**config.mk**
```make
export PLATFORM = sky130hd
export DESIGN_NAME = imem_boot_loader
export DESIGN_NICKNAME = d
export VERILOG_FILES = /design/src/rtl/imem_boot_loader.sv
export SDC_FILE = /design/constraint.sdc
export NUM_CORES = 1
export LEC_CHECK = 0
export BUFFER_PORTS_ARGS = -buffer_cell sky130_fd_sc_hd__buf_2
export CAP_MARGIN = 30
export CORE_MARGIN = 8
export CORE_UTILIZATION = 57
export DETAILED_ROUTE_END_ITERATION = 10
export PLACE_DENSITY = 0.89
export RECOVER_POWER = 25
export SETUP_SLACK_MARGIN = 0.5
export SLEW_MARGIN = 10
export SYNTH_ARGS = -nofsm -noshare
export SYNTH_HDL_FRONTEND = slang
export SYNTH_SLANG_ARGS = --single-unit
```
**constraint.sdc**
```tcl
create_clock -name Clk -period 3.05 [get_ports Clk]
set_input_delay 0.305 -clock Clk [delete_from_list [all_inputs] [get_ports Clk]]
set_output_delay 0.305 -clock Clk [all_outputs]
set_load 0.02 [all_outputs]
```
**src/rtl/imem_boot_loader.sv**
```systemverilog
// Boot loader: receives a length-prefixed, checksummed program image over a valid/ready byte
// stream, writes it to instruction memory and holds the core in reset until the image is verified.
module imem_boot_loader #(
  parameter int DEPTH         = 256,
  parameter int ADDR_W        = 8,
  parameter int RELEASE_DELAY = 4
) (
  input  logic              Clk,
  input  logic              Reset,
  input  logic              start,
  input  logic [7:0]        rx_data,
  input  logic              rx_valid,
  output logic              rx_ready,
  output logic              imem_we,
  output logic [ADDR_W-1:0] imem_addr,
  output logic [7:0]        imem_wdata,
  output logic              cpu_hold,
  output logic              busy,
  output logic              done,
  output logic              error
);

  typedef enum logic [2:0] {
    IDLE    = 3'd0,
    LEN     = 3'd1,
    DATA    = 3'd2,
    CSUM    = 3'd3,
    RELEASE = 3'd4,
    RUN     = 3'd5,
    ERROR   = 3'd6
  } state_t;

  localparam logic [8:0] DEPTH_W  = 9'(DEPTH);
  localparam logic [3:0] DLY_LAST = 4'(RELEASE_DELAY - 1);

  state_t     state, state_nx;
  logic [8:0] cnt, cnt_nx;
  logic [8:0] nlen, nlen_nx;
  logic [7:0] sum, sum_nx;
  logic [3:0] dly, dly_nx;
  logic [8:0] len_ext;
  logic       accept;
  logic       data_wr;

  // Next-state and datapath update for the load sequence
  always_comb begin
    state_nx = state;
    cnt_nx   = cnt;
    nlen_nx  = nlen;
    sum_nx   = sum;
    dly_nx   = dly;
    accept   = rx_valid & rx_ready;
    data_wr  = 1'b0;
    // a length byte of zero encodes a full 256-word image
    len_ext  = (rx_data == 8'd0) ? 9'd256 : {1'b0, rx_data};
    case (state)
      IDLE: begin
        if (start) state_nx = LEN;
        else       state_nx = IDLE;
      end
      LEN: begin
        if (accept) begin
          if (len_ext > DEPTH_W) begin
            state_nx = ERROR;
          end else begin
            nlen_nx  = len_ext;
            cnt_nx   = 9'd0;
            sum_nx   = 8'd0;
            state_nx = DATA;
          end
        end else begin
          state_nx = LEN;
        end
      end
      DATA: begin
        if (accept) begin
          data_wr = 1'b1;
          sum_nx  = sum + rx_data;
          cnt_nx  = cnt + 9'd1;
          if (cnt == nlen - 9'd1) state_nx = CSUM;
          else                    state_nx = DATA;
        end else begin
          state_nx = DATA;
        end
      end
      CSUM: begin
        if (accept) begin
          if (rx_data == sum) begin
            dly_nx   = 4'd0;
            state_nx = RELEASE;
          end else begin
            state_nx = ERROR;
          end
        end else begin
          state_nx = CSUM;
        end
      end
      RELEASE: begin
        if (dly == DLY_LAST) begin
          state_nx = RUN;
        end else begin
          dly_nx   = dly + 4'd1;
          state_nx = RELEASE;
        end
      end
      RUN, ERROR: begin
        if (start) state_nx = LEN;
        else       state_nx = state;
      end
      default: state_nx = IDLE;
    endcase
  end

  // State, counters and registered outputs (outputs decoded from the next state)
  always_ff @(posedge Clk) begin
    if (!Reset) begin
      state      <= IDLE;
      cnt        <= 9'd0;
      nlen       <= 9'd0;
      sum        <= 8'd0;
      dly        <= 4'd0;
      rx_ready   <= 1'b0;
      imem_we    <= 1'b0;
      imem_addr  <= '0;
      imem_wdata <= 8'd0;
      cpu_hold   <= 1'b1;
      busy       <= 1'b0;
      done       <= 1'b0;
      error      <= 1'b0;
    end else begin
      state    <= state_nx;
      cnt      <= cnt_nx;
      nlen     <= nlen_nx;
      sum      <= sum_nx;
      dly      <= dly_nx;
      rx_ready <= (state_nx == LEN) || (state_nx == DATA) || (state_nx == CSUM);
      busy     <= (state_nx == LEN) || (state_nx == DATA) || (state_nx == CSUM) ||
                  (state_nx == RELEASE);
      done     <= (state_nx == RUN);
      error    <= (state_nx == ERROR);
      cpu_hold <= (state_nx != RUN);
      imem_we  <= data_wr;
      if (data_wr) begin
        imem_addr  <= cnt[ADDR_W-1:0];
        imem_wdata <= rx_data;
      end else begin
        imem_addr  <= imem_addr;
        imem_wdata <= imem_wdata;
      end
    end
  end

endmodule

```
==> impl_metrics.tcl <==
set metrics [dict create \
    status "completed" \
    drt_iter0_markers 165 \
    slew_headroom 0.4781 \
    nets 373 \
    drive_gt1_frac 0.09972 \
    synth_cell_types 53 \
    instances_no_fill 405 \
    synth_seq_cells 55 \
    routedWlPerCell_um 15.09 \
    crit_path_end_kind "flip-flop" \
    skew_ns 0.009838 \
    grt.total_usage 0.1753 \
    comb_power_share 0.104 \
    cts_max_path_buffers 2 \
    fin_crit_sh 0.7529 \
    switching_share 0.2475 \
    synth_top_family_by_area "simple AND/OR/NAND/NOR gates" \
    cts_hold_buf 0 \
    grt_pass1_vias 2248 \
    hold_viol_final 0 \
    path_cells "ha_1 -> nor4_2 -> nand4b_1 -> a311oi_4 -> nand3_4 -> or3_1 -> a21oi_2" \
    worstHoldPathType "in -> reg" \
    post_drt_via_cell_ratio 5.849 \
    clk_latency_ns 0.31 \
    vias 2369 \
    synth_ff_type "dfxtp_1" \
    power.share.sequential 0.530 \
    die_area_um2 7204 \
    path_delay_family "simple AND/OR/NAND/NOR gates" \
    dr.pass1.iters 5 \
    cts_buffers 5 \
    fmax_mhz 435.5 \
    cp_slowest_stage_delay_ns 0.48 \
    crit_arrival_ns 2.54 \
    crit_type "reg -> reg" \
    path_clk_slew_ns 0.10 \
    grt_overflow 0 \
    coreArea_um2 4661 \
    cp.required_ns 3.29 \
    power_w 0.001401 \
    leakage_nw 1.119 \
    clkPwrFrac 0.366 \
    cts.sinks 55 \
    worst_setup_path_start_kind "flip-flop" \
    ir_drop_uv 300.4 \
    finalSetupTns_ns 0 \
    cp_num_buf_inv 0 \
    synth_fp_nets 345 \
    dp_hpwl_mm 4.376 \
    rsz0062_at_grt "false" \
    start_util 0.5801 \
    maxCapViolCount 0 \
    dp.cells 397 \
    setup_viol 0 \
    routed_wl_mm 6.111 \
    tightestPinTransition_ns 0.7800 \
    final_common_cell "nand2_1" \
    crit_slowest_cell "a311oi_4" \
    die_h_um 84.88 \
    grt_max_degree 26 \
    async_flop_share 0 \
    p_sw_w 0.0003468 \
    final_cell_mix "nand2_1, dfxtp_1, a21oi_1, nor2_1, clkbuf_1" \
    die_w_um 84.88 \
    synth_compound_area_frac 0.1758 \
    cts_htree_levels 2 \
    r2r_slack_ns 0.75 \
    synth_edf_count 0 \
    synth-simple-area-share 0.2564 \
    synth.area.mux_share 0 \
    post-cts-setup-buffers 0 \
    num_antenna_cells 0 \
    drc 0 \
    numPortBuffers 33 \
    areaGrowthSynthToFinish_pct 10.69 \
    cts-root-buf "clkbuf_8" \
    p_per_area_nw_per_um2 468.1 \
    syn_avg_cell_area_um2 8.397 \
    p_int_w 0.001054 \
    antenna_found_initial 0 \
    cts_resized 0 \
    placed_cell_area_um2 2895 \
    cts_tree "done" \
    rows 25 \
    synthTopCellsByArea "dfxtp_1, nand2_1, a21oi_1" \
    yosysTopAreaCell "dfxtp_1" \
    netlist_area_um2 2704 \
    gp_congestion 0.9341 \
    fin_area_um2 2993 \
    min_period_ns 2.296 \
    synthAdderAreaFrac 0.05368 \
    synth_cells 322 \
    cp_max_fo 8 \
    drv_slew 0 \
    synth_top_area_share 0.4072 \
    ys_warn_count 0 \
    grt_pass1_wl_mm 10.47 \
    whs_ns 0.2634 \
    ys_seq_area_frac 0.4072 \
    io_pins 34 \
    synth_xor_area_frac 0.07774 \
    ant_nets 0 \
]
registers in the layout (all words and copies together) (netlist names), 3 cells and up:
| signal | count |
|---|---|
| imem_wdata | 8 |
| state | 3 |
| nlen | 9 |
| cnt | 9 |
| dly | 4 |
| imem_addr | 8 |
| sum | 8 |
path summary, 6_finish.rpt:
kind,start,to,cells after the start
worst max-delay path,sum[1]$_SDFFE_PN0P_,dly[0]$_SDFFE_PN0P_,7
worst min-delay path,rx_data[5],imem_wdata[5]$_SDFFE_PN0P_,3
worst max register to register,sum[1]$_SDFFE_PN0P_,dly[0]$_SDFFE_PN0P_,7
worst min register to register,imem_addr[3]$_SDFFE_PN0P_,imem_addr[3]$_SDFFE_PN0P_,2
synthesized netlist by cell type (2+ instances only):
cell and count:
o41ai_1 2, dfxtp_1 55, o211ai_1 3, xnor2_1 11, buf_2 3, or3_1 5, a21oi_1 35, nand2b_1 5
nand4b_1 2, o31ai_1 2, nand3_1 5, nor2_1 25, inv_1 4, clkbuf_1 11, nor3_2 2, nand4_1 6
and3_1 3, xor2_1 13, nor4_1 6, a22oi_1 8, nor3_1 4, ha_1 10, nand2_1 62, nor3b_1 2
nor2b_1 5, o21ai_0 6
metal layers:
layer | track usage | up-vias | wire length, µm
met5 | 0 | - | 0
met1 | 0.2176 | 1106 | 2657
met3 | 0.04440 | 10 | 365
met2 | 0.2885 | 66 | 2996
li1 | - | 1187 | -
met4 | 0.05663 | 0 | 91
logic make-up after synthesis:
family | count (synthesis)
fa+ha+maj | 11
xor+xnor | 24
simple gates | 141
buf+inv | 19
compound gates | 72
flops | 55
power groups by stage:
stage	Combinational, W	Sequential [W]	Clock (W)
floorplan	0.000103	0.000761	0
global placement	0.000140	0.000759	0
detailed placement	0.000145	0.000759	0
CTS	0.000146	0.000743	0.000520
global route	0.000160	0.000745	0.000555
finish	0.000145	0.000743	0.000513
worst register-to-register path, stage by stage, from the launching register on:
cell and delay, ns:
dfxtp_1 0.39, ha_1 0.27, nor4_2 0.27, nand4b_1 0.19, a311oi_4 0.48, nand3_4 0.17
or3_1 0.35, a21oi_2 0.13
final cells by class:
class                      count  area [µm²]
tap                           54       67.56
clock buffer                   6       82.58
sequential                    55        1101
multi-input combinational    248        1524
fill                         386        1668
inverter                       4       15.01
timing repair buffer          36       163.9
clock inverter                 2       38.79
stage by stage:
stage / utilization / setup WS, ns
2_1_floorplan: - / 0.9172
3_3_place_gp: 0.6212 / 0.6643
3_5_place_dp: 0.6212 / 0.5980
4_1_cts: 0.6472 / 0.7348
5_1_grt: 0.6421 / 0.5998
6_report: 0.6421 / 0.7536
Note: power is estimated with default switching activity, not from simulation.
